--- src/rtl/core_mem_pkg.sv ---
// Shared encodings for the unified-memory arbiter and its lane helper.
package core_mem_pkg;
  typedef enum logic [1:0] {SZ_B = 2'd0, SZ_H = 2'd1, SZ_W = 2'd2, SZ_X = 2'd3} size_e;
  typedef enum logic [1:0] {ST_IDLE, ST_IACC, ST_DACC, ST_RESP} state_e;
  typedef enum logic {GNT_I = 1'b0, GNT_D = 1'b1} gnt_e;
endpackage

--- src/rtl/core_mem_lane.sv ---
// Byte-lane helper: byte enables, store replication, load extraction and alignment check.
module core_mem_lane
  import core_mem_pkg::*;
(
  input  size_e       i_size,
  input  logic [1:0]  i_lo,
  input  logic [31:0] i_wdata,
  input  logic [31:0] i_rdata,
  input  logic        i_uns,
  output logic [3:0]  o_be,
  output logic [31:0] o_wdata_rep,
  output logic [31:0] o_rdata_ext,
  output logic        o_misalign
);
  logic [31:0] w_sh;
  logic        w_sx;

  // Halves are always 2-aligned when legal, so one byte-granular shift serves both sizes.
  assign w_sh = i_rdata >> {i_lo, 3'b000};
  assign w_sx = ~i_uns;

  always_comb begin
    o_be        = 4'b0000;
    o_wdata_rep = 32'h0;
    o_rdata_ext = 32'h0;
    o_misalign  = 1'b0;
    case (i_size)
      SZ_B: begin
        o_be        = 4'b0001 << i_lo;
        o_wdata_rep = {4{i_wdata[7:0]}};
        o_rdata_ext = {{24{w_sx & w_sh[7]}}, w_sh[7:0]};
      end
      SZ_H: begin
        o_misalign  = i_lo[0];
        o_be        = 4'b0011 << i_lo;
        o_wdata_rep = {2{i_wdata[15:0]}};
        o_rdata_ext = {{16{w_sx & w_sh[15]}}, w_sh[15:0]};
      end
      SZ_W: begin
        o_misalign  = |i_lo;
        o_be        = 4'b1111;
        o_wdata_rep = i_wdata;
        o_rdata_ext = i_rdata;
      end
      default: o_misalign = 1'b1;  // illegal size is reported the same way as misalignment
    endcase
  end
endmodule

--- src/rtl/core_mem_arbiter.sv ---
// Round-robin arbiter sharing one single-port memory between fetch and load/store,
// with lane steering, load extension and a bounded wait for MEM_RDY.
module core_mem_arbiter
  import core_mem_pkg::*;
#(
  parameter int ADDR_W  = 32,
  parameter int TIMEOUT = 255
) (
  input  logic              CLK,
  input  logic              RST,
  input  logic              I_REQ,
  input  logic [ADDR_W-1:0] I_ADDR,
  output logic [31:0]       I_RDATA,
  output logic              I_ACK,
  input  logic              D_REQ,
  input  logic              D_WE,
  input  logic [1:0]        D_SIZE,
  input  logic              D_UNSIGNED,
  input  logic [ADDR_W-1:0] D_ADDR,
  input  logic [31:0]       D_WDATA,
  output logic [31:0]       D_RDATA,
  output logic              D_ACK,
  output logic              D_ERR,
  output logic              I_ERR,
  output logic              MEM_REQ,
  output logic              MEM_WE,
  output logic [ADDR_W-1:0] MEM_ADDR,
  output logic [3:0]        MEM_BE,
  output logic [31:0]       MEM_WDATA,
  input  logic [31:0]       MEM_RDATA,
  input  logic              MEM_RDY
);
  localparam int CNT_W = (TIMEOUT < 2) ? 1 : $clog2(TIMEOUT + 1);

  state_e            r_state, w_next;
  gnt_e              r_last, r_gnt, w_gnt;
  logic              w_grant, w_viol, w_to;
  logic [CNT_W-1:0]  r_cnt;
  size_e             r_size, w_l_size;
  logic [1:0]        r_lo, w_l_lo;
  logic              r_uns, r_we, r_err;
  logic [31:0]       r_rdata;
  logic [3:0]        w_l_be;
  logic [31:0]       w_l_wdata, w_l_rdata;
  logic              w_l_mis;
  logic              r_i_ack, r_d_ack, r_i_err, r_d_err, r_mem_req, r_mem_we;
  logic [31:0]       r_i_rdata, r_d_rdata, r_mem_wdata;
  logic [ADDR_W-1:0] r_mem_addr;
  logic [3:0]        r_mem_be;

  // While idle the lane looks at the live request; afterwards at the latched access.
  assign w_l_size = (r_state == ST_IDLE) ? size_e'(D_SIZE) : r_size;
  assign w_l_lo   = (r_state == ST_IDLE) ? D_ADDR[1:0]     : r_lo;

  core_mem_lane u_lane (
    .i_size      (w_l_size),
    .i_lo        (w_l_lo),
    .i_wdata     (D_WDATA),
    .i_rdata     (r_rdata),
    .i_uns       (r_uns),
    .o_be        (w_l_be),
    .o_wdata_rep (w_l_wdata),
    .o_rdata_ext (w_l_rdata),
    .o_misalign  (w_l_mis)
  );

  always_comb begin
    w_next  = r_state;
    w_grant = 1'b0;
    w_gnt   = r_last;
    w_viol  = 1'b0;
    w_to    = 1'b0;
    case (r_state)
      ST_IDLE: begin
        // The ACK cycle is dead time so a requester still holding REQ is not re-granted.
        if (!r_i_ack && !r_d_ack) begin
          if (I_REQ && D_REQ) begin
            w_grant = 1'b1;
            w_gnt   = (r_last == GNT_I) ? GNT_D : GNT_I;
          end else if (I_REQ) begin
            w_grant = 1'b1;
            w_gnt   = GNT_I;
          end else if (D_REQ) begin
            w_grant = 1'b1;
            w_gnt   = GNT_D;
          end
        end
        if (w_grant) begin
          w_viol = (w_gnt == GNT_I) ? (I_ADDR[1:0] != 2'b00) : w_l_mis;
          w_next = w_viol ? ST_RESP : ((w_gnt == GNT_I) ? ST_IACC : ST_DACC);
        end
      end
      ST_IACC, ST_DACC: begin
        if (MEM_RDY) begin
          w_next = ST_RESP;
        end else if (TIMEOUT != 0 && r_cnt == CNT_W'(TIMEOUT - 1)) begin
          w_to   = 1'b1;
          w_next = ST_RESP;
        end
      end
      default: w_next = ST_IDLE;
    endcase
  end

  always_ff @(posedge CLK) begin
    if (RST) begin
      r_state     <= ST_IDLE;
      r_last      <= GNT_I;
      r_gnt       <= GNT_I;
      r_cnt       <= '0;
      r_size      <= SZ_W;
      r_lo        <= 2'b00;
      r_uns       <= 1'b0;
      r_we        <= 1'b0;
      r_err       <= 1'b0;
      r_rdata     <= 32'h0;
      r_i_ack     <= 1'b0;
      r_d_ack     <= 1'b0;
      r_i_err     <= 1'b0;
      r_d_err     <= 1'b0;
      r_i_rdata   <= 32'h0;
      r_d_rdata   <= 32'h0;
      r_mem_req   <= 1'b0;
      r_mem_we    <= 1'b0;
      r_mem_addr  <= '0;
      r_mem_be    <= 4'b0000;
      r_mem_wdata <= 32'h0;
    end else begin
      r_state <= w_next;
      r_i_ack <= 1'b0;
      r_d_ack <= 1'b0;
      r_i_err <= 1'b0;
      r_d_err <= 1'b0;
      case (r_state)
        ST_IDLE: begin
          if (w_grant) begin
            r_last <= w_gnt;
            r_gnt  <= w_gnt;
            r_err  <= w_viol;
            r_cnt  <= '0;
            if (w_gnt == GNT_I) begin
              r_size <= SZ_W;
              r_lo   <= 2'b00;
              r_uns  <= 1'b0;
              r_we   <= 1'b0;
            end else begin
              r_size <= size_e'(D_SIZE);
              r_lo   <= D_ADDR[1:0];
              r_uns  <= D_UNSIGNED;
              r_we   <= D_WE;
            end
            if (!w_viol) begin
              r_mem_req <= 1'b1;
              if (w_gnt == GNT_I) begin
                r_mem_we    <= 1'b0;
                r_mem_addr  <= {I_ADDR[ADDR_W-1:2], 2'b00};
                r_mem_be    <= 4'b1111;
                r_mem_wdata <= 32'h0;
              end else begin
                r_mem_we    <= D_WE;
                r_mem_addr  <= {D_ADDR[ADDR_W-1:2], 2'b00};
                r_mem_be    <= w_l_be;
                r_mem_wdata <= w_l_wdata;
              end
            end
          end
        end
        ST_IACC, ST_DACC: begin
          if (MEM_RDY) begin
            r_rdata   <= MEM_RDATA;
            r_mem_req <= 1'b0;
          end else if (w_to) begin
            r_err     <= 1'b1;
            r_mem_req <= 1'b0;
          end else begin
            r_cnt <= r_cnt + 1'b1;
          end
        end
        default: begin
          r_cnt <= '0;
          if (r_gnt == GNT_I) begin
            r_i_ack   <= 1'b1;
            r_i_err   <= r_err;
            r_i_rdata <= r_err ? 32'h0 : r_rdata;
          end else begin
            r_d_ack   <= 1'b1;
            r_d_err   <= r_err;
            r_d_rdata <= (r_err || r_we) ? 32'h0 : w_l_rdata;
          end
        end
      endcase
    end
  end

  assign I_ACK     = r_i_ack;
  assign I_ERR     = r_i_err;
  assign I_RDATA   = r_i_rdata;
  assign D_ACK     = r_d_ack;
  assign D_ERR     = r_d_err;
  assign D_RDATA   = r_d_rdata;
  assign MEM_REQ   = r_mem_req;
  assign MEM_WE    = r_mem_we;
  assign MEM_ADDR  = r_mem_addr;
  assign MEM_BE    = r_mem_be;
  assign MEM_WDATA = r_mem_wdata;
endmodule

--- config.mk ---
export PLATFORM = sky130hd
export DESIGN_NAME = core_mem_arbiter
export DESIGN_NICKNAME = d
export VERILOG_FILES = /design/src/rtl/core_mem_pkg.sv /design/src/rtl/core_mem_lane.sv /design/src/rtl/core_mem_arbiter.sv
export SDC_FILE = /design/constraint.sdc
export NUM_CORES = 1
export LEC_CHECK = 0
export ABC_AREA = 0
export CAP_MARGIN = 40
export CORE_MARGIN = 3
export CORE_UTILIZATION = 47
export CTS_CLUSTER_DIAMETER = 200
export DETAILED_ROUTE_END_ITERATION = 16
export HOLD_SLACK_MARGIN = 0.02
export PLACE_DENSITY = 0.87
export SLEW_MARGIN = 0
export SYNTH_ARGS = -nofsm -noshare
export SYNTH_HDL_FRONTEND = slang
export SYNTH_HIERARCHICAL = 1
export SYNTH_SLANG_ARGS = --single-unit
--- constraint.sdc ---
create_clock -name CLK -period 3.8 [get_ports CLK]
set_input_delay 0.76 -clock CLK [delete_from_list [all_inputs] [get_ports CLK]]
set_output_delay 0.76 -clock CLK [all_outputs]
set_load 0.005 [all_outputs]
# ---- Yosys cells after proc, flatten, opt, wreduce, memory -nomap -nowiden
# Index checks and enable logic that the tools add are counted.
dict set report word_totals {
  regBits 188
  elab_cells 121
}
dict set report classes {
  n_addsub 1
  n_eq_ne 13
  shift 3
  n_mux 54
  bitwise_logic 6
  reduce_logical 24
}
# cell n
set op_table {}
lappend op_table {{$pmux W32 S3} 2}
lappend op_table {{$mux W32} 4}
lappend op_table {{$shr A32 B5 Y16} 1}
lappend op_table {{$mux W1} 29}
lappend op_table {{$mux W8} 3}
lappend op_table {{$mux W2} 9}
lappend op_table {{$pmux W8 S2} 1}
lappend op_table {{$pmux W4 S3} 1}
lappend op_table {{$ne A2 B2 Y1 const B} 5}
lappend op_table {{$reduce_and A2 Y1} 5}
lappend op_table {{$reduce_or A5 Y1} 2}
lappend op_table {{$add A8 B1 Y8 const B} 1}
lappend op_table {{$eq A8 B8 Y1 const B} 1}
lappend op_table {{$reduce_and A4 Y1} 2}
lappend op_table {{$ne A3 B3 Y1 const B} 2}
lappend op_table {{$reduce_and A3 Y1} 2}
lappend op_table {{$eq A2 B1 Y1 const B} 2}
lappend op_table {{$eq A2 B2 Y1 const B} 2}
lappend op_table {{$logic_not A2 Y1} 2}
lappend op_table {{$mux W4} 1}
lappend op_table {{$not A1 Y1} 4}
lappend op_table {{$pmux W1 S2} 2}
lappend op_table {{$pmux W2 S2} 1}
lappend op_table {{$reduce_bool A2 Y1} 2}
lappend op_table {{other kinds (11)} 15}

# ---- Logic depth before layout (Yosys ltp)
dict set report depth {
  depth_word 11
  mapped_depth 16
  ltp_nobuf 10
}

# ---- Hierarchy
# The synthesis kept the hierarchy.
# module instances cells_per_inst area_each_um2 seq_area_each_um2
set modules_own_cells {}
lappend modules_own_cells {core_mem_arbiter 1 829 7403.4 3723.6}
lappend modules_own_cells {core_mem_lane 1 179 1164.9 0.0}

# ---- Least setup slack after synthesis
# OpenSTA, ideal clock, no wires.
dict set report synth_path {
  path_type {flip-flop to flip-flop}
  start {register r_state[0]}
  end {register r_mem_addr[10], in the netlist MEM_ADDR[10]}
  t_arrival_ns 2.880
  required_time_ns 3.653
  setup_slack_ns 0.773
  path_stages_with_launch 16
  path_buffers 6
  synth_period_minus_slack_ns 3.027
  cell_sequence {dfxtp_1 -> inv_1 -> ha_1 -> buf_4 -> clkbuf_1 -> mux2_2 -> clkbuf_1 -> buf_1 -> a21oi_1 -> nor2_1 -> inv_1 -> o221ai_1 -> a21oi_4 -> buf_6 -> buf_6 -> a311oi_2}
}
dict set report synth_via {
  elab_chain_len 9
}
# item line_no
set synth_rtl {}
lappend synth_rtl {{from (decl)} core_mem_arbiter.sv:35} ;# state_e r_state, w_next;
lappend synth_rtl {{from (signal assigned)} core_mem_arbiter.sv:129} ;# r_state <= w_next;
lappend synth_rtl {{$logic_not A2 Y1 (*)} core_mem_arbiter.sv:52} ;# assign w_l_size = (r_state == ST_IDLE) ? size_e'(D_SIZE) : r_size;
lappend synth_rtl {{$mux W2 (*)} core_mem_arbiter.sv:52}
lappend synth_rtl {{via w_l_size[1]} core_mem_arbiter.sv:39} ;# size_e r_size, w_l_size;
lappend synth_rtl {{$eq A2 B2 Y1, or another cell as far along} core_mem_lane.sv:27} ;# case (i_size)
lappend synth_rtl {{$pmux W1 S3 (*)} core_mem_lane.sv:27}
lappend synth_rtl {{via w_l_mis} core_mem_arbiter.sv:45} ;# logic w_l_mis;
lappend synth_rtl {{$mux W1 (*)} core_mem_arbiter.sv:89} ;# w_viol = (w_gnt == GNT_I) ? (I_ADDR[1:0] != 2'b00) : w_l_mis;
lappend synth_rtl {{$mux W1 (*)} core_mem_arbiter.sv:88} ;# if (w_grant) begin
lappend synth_rtl {{$mux W1 (*)} core_mem_arbiter.sv:73} ;# case (r_state)
lappend synth_rtl {{$not A1 Y1 (no source line) (*)} n/a}
lappend synth_rtl {{$reduce_and A3 Y1 (no source line) (*)} n/a}
lappend synth_rtl {{to (signal assigned)} core_mem_arbiter.sv:156} ;# r_mem_addr <= {I_ADDR[ADDR_W-1:2], 2'b00};
lappend synth_rtl {{to (signal assigned)} core_mem_arbiter.sv:161} ;# r_mem_addr <= {D_ADDR[ADDR_W-1:2], 2'b00};
lappend synth_rtl {{to (decl)} core_mem_arbiter.sv:48} ;# logic [ADDR_W-1:0] r_mem_addr;
# The timed path passes the listed nets; every way through them passes the cells marked *.
# A chain may end at the register's enable or synchronous reset.

# ---- Final worst setup path
dict set report layout_path {
  start {register r_state[0]}
  end {register r_mem_wdata[31], in the netlist MEM_WDATA[31]}
}
dict set report layout_via {
  elab_chain_len 9
}
# item line_no
set layout_rtl {}
lappend layout_rtl {{$logic_not A2 Y1 (*)} core_mem_arbiter.sv:53} ;# assign w_l_lo = (r_state == ST_IDLE) ? D_ADDR[1:0] : r_lo;
lappend layout_rtl {{$mux W2 (*)} core_mem_arbiter.sv:53}
lappend layout_rtl {{via w_l_lo[0]} core_mem_arbiter.sv:40} ;# logic [1:0] r_lo, w_l_lo;
lappend layout_rtl {{$reduce_or A2 Y1} core_mem_lane.sv:40} ;# o_misalign = |i_lo;
lappend layout_rtl {{$pmux W1 S3 (*)} core_mem_lane.sv:27}
lappend layout_rtl {{via w_l_mis} core_mem_arbiter.sv:45}
lappend layout_rtl {{$mux W1 (*)} core_mem_arbiter.sv:89}
lappend layout_rtl {{$mux W1 (*)} core_mem_arbiter.sv:88}
lappend layout_rtl {{$mux W1 (*)} core_mem_arbiter.sv:73}
lappend layout_rtl {{$not A1 Y1 (no source line) (*)} n/a}
lappend layout_rtl {{$reduce_and A3 Y1 (no source line) (*)} n/a}
lappend layout_rtl {{to (signal assigned)} core_mem_arbiter.sv:163} ;# r_mem_wdata <= w_l_wdata;
lappend layout_rtl {{to (decl)} core_mem_arbiter.sv:47} ;# logic [31:0] r_i_rdata, r_d_rdata, r_mem_wdata;
# Marked as above.

==> metrics.cfg <==
[die]
dieHeight_um=141
dieArea_um2=19900
dieWidth_um=141
start_util=0.487
rows=48
core_um2=17600
io-pin-count=275

[logic_synthesis]
yosys_warnings=6
yosys-top-cells-area=dfxtp_1 (43%), nor2_1 (6.8%), nand2_1 (6.8%)
synth_cells=1008
ys_ff_latch=186
synth_area_leader_cell=dfxtp_1
synth_edf_count=0
syn_avg_cell_area_um2=8.50
synth_top_area_frac=0.435
synth.distinct_cells=55
synth_top_flop_cell=dfxtp_1
seq_area_frac_synth=0.435
netlist_area_um2=8570
synthArstFlopShare=0

[place]
numPortBuffers=272
gp_congestion=0.877
place_area_um2=11300
dpl_worst_slack_ns=0.369
dp_hpwl_mm=19.2

[global_route]
antenna_found_initial=0
grt_usage=0.265
grt_pass1_wl_mm=42.5
first_global_vias=8105
grt-ovfl-total=0
grt_max_degree=80

[setup_path]
cp.arrival_ns=3.54
critical_path_class=reg2reg
required_ns=4.16
cp-end-kind=register
cp_max_fo=23
worst_setup_path_start_kind=register

[final_layout]
final_util=0.679
final_cell_area_um2=11900
syn_to_final_growth_pct=39.4
final_common_cell=clkdlybuf4s50_1
fin_nets=1374
num_antenna_cells=0
layout_common_cells=clkdlybuf4s50_1 (271), dfxtp_1 (186), nor2_1 (155)
drive_gt1_frac=0.0949
n_fill_cell=1366

[cts]
clk_pin_slew_ns=0.07
cts.repair.resized=0
cts_sinks=186
cts_hold_buffers=0
cts_made_buffers=17
htree_levels=4
cts_tree=built
clockBufferDepth=2
post-cts-setup-buffers=0
clockRootBuffer=clkbuf_16
insertion_delay_ns=0.43

[power_and_ir_drop]
p_seq_frac=0.342
powerDensity_nw_per_um2=620
cellLeakagePower_uw=0.00443
clkPwrFrac=0.243
p_comb_frac=0.415
ir_worst_vdd_uv=397
power.internal_uw=4610
p_sw_uw=2800
netSwitchingFraction=0.378

[sta]
rsz0062_at_grt=no
fin_crit_ns=3.19
relSlewSlack=0.485
setup_ws_ns=0.614
setup-tns-final_ns=0
setup_violations=0
worst_pin_slew_ns=0.768
hold_viol=0
finClkSkew_ns=0.0106
max_freq_mhz=314
final_max_slew_viol_count=0
fin_crit_sh=0.839

[detailed_routing]
dr.pass1.iters=5
route.detailed.drc=0
drt_iter0_markers=779
detail-route-antenna-nets=0
vias=8399
drt_wl_total_mm=27.0
vias_per_cell=5.72
wire_per_inst_um=18.4

[hold_path]
hold_class=reg2reg

[run]
maxCapViolations=0

[run_status]
status=finished, final reports clean

==> layer usage <==
metal,wire [um],GRT usage,up-vias,share of wire
li1,-,-,3975,-
met1,10400,0.316,3923,0.39
met2,13000,0.440,411,0.48
met3,2360,0.0773,90,0.087
met4,1120,0.127,0,0.041
met5,0,0,-,0
==> layout make-up <==
| type | instances | area (um2) | share of cell area |
|---|---|---|---|
| clock inverter | 12 | 139 | 0.0116 |
| tap | 225 | 282 | 0.0236 |
| inverter | 15 | 56.3 | 0.00471 |
| multi-input combinational | 718 | 4350 | 0.364 |
| timing repair buffer | 292 | 2940 | 0.246 |
| sequential | 186 | 3720 | 0.312 |
| clock buffer | 20 | 457 | 0.0382 |
==> Yosys cell counts, drive strengths merged, types with 2 or more instances <==
master  instances
o22ai           2
a21o           35
nand2b          3
ha              7
or3             7
nand2         155
dfxtp         186
nor3           11
nor2b           4
o31ai           4
a211oi          3
a221o           8
a311oi         31
a22oi          74
or4             3
nor2          156
a21oi          93
inv            15
o21ai          25
buf            24
nor4            3
nand4           4
clkbuf         66
or2             2
nand3           8
nor3b          33
mux2i          12
mux2           12
a22o            7
and2            2
==> flip-flops by register name, indices dropped and copies added (netlist names), 2 cells and up <==
register,cells
r_state,2
I_RDATA,32
MEM_ADDR,30
r_rdata,32
r_lo,2
D_RDATA,32
r_cnt,8
r_size,2
MEM_WDATA,32
MEM_BE,4
==> kinds of logic (layout without fill, tap and decap cells) <==
group           count (synthesis)  in the layout  share of synthesized area
fa+ha+maj                       7              7                     0.0102
flops                         186            186                      0.435
buf+inv                       105            339                     0.0602
simple gates                  396            396                      0.203
xor+xnor                        1              1                    0.00102
compound gates                287            287                      0.258
other cells                     1              2                   0.000438
mux                            25             25                     0.0324
==> critical path, stage by stage (launching register included) <==
cell and delay, ns:
dfxtp_1 0.41, inv_1 0.09, ha_1 0.26, mux2_2 0.54
a21oi_1 0.16, nor2_1 0.19, inv_1 0.06, o221ai_1 0.18
a21o_1 0.54, buf_4 0.41, nand2_1 0.13, a21oi_1 0.15
==> power groups by stage <==
stage	combinational [uW]	sequential, uW	clock, uW
3_3_place_gp	2940	2560	0
6_report	3070	2540	1800
4_1_cts	3060	2530	1820
3_5_place_dp	3030	2570	0
5_1_grt	3350	2570	1910
2_1_floorplan	2060	2500	0
==> path summary, 6_finish.rpt <==
check                          startpoint                         end  slack, ns  cells past startpoint
hold reg to reg         r_we$_SDFFE_PP0P_           r_we$_SDFFE_PP0P_       0.47                      2
hold / removal          r_we$_SDFFE_PP0P_           r_we$_SDFFE_PP0P_       0.47                      2
setup reg to reg  r_state[0]$_SDFFE_PP0P_  MEM_WDATA[31]$_SDFFE_PP0P_       0.61                     11
setup / recovery  r_state[0]$_SDFFE_PP0P_  MEM_WDATA[31]$_SDFFE_PP0P_       0.61                     11
==> stage by stage <==
stage / hold WS [ns] / total power, uW / instances
CTS: 0.470 / 7410 / 1468
finish: 0.470 / 7410 / 1468
global placement: 0.440 / 5500 / 1434
detailed placement: 0.453 / 5600 / 1436
global route: 0.514 / 7830 / 1468
floorplan: 0.436 / 4560 / 1009
Power figures use the tool's default switching activity.
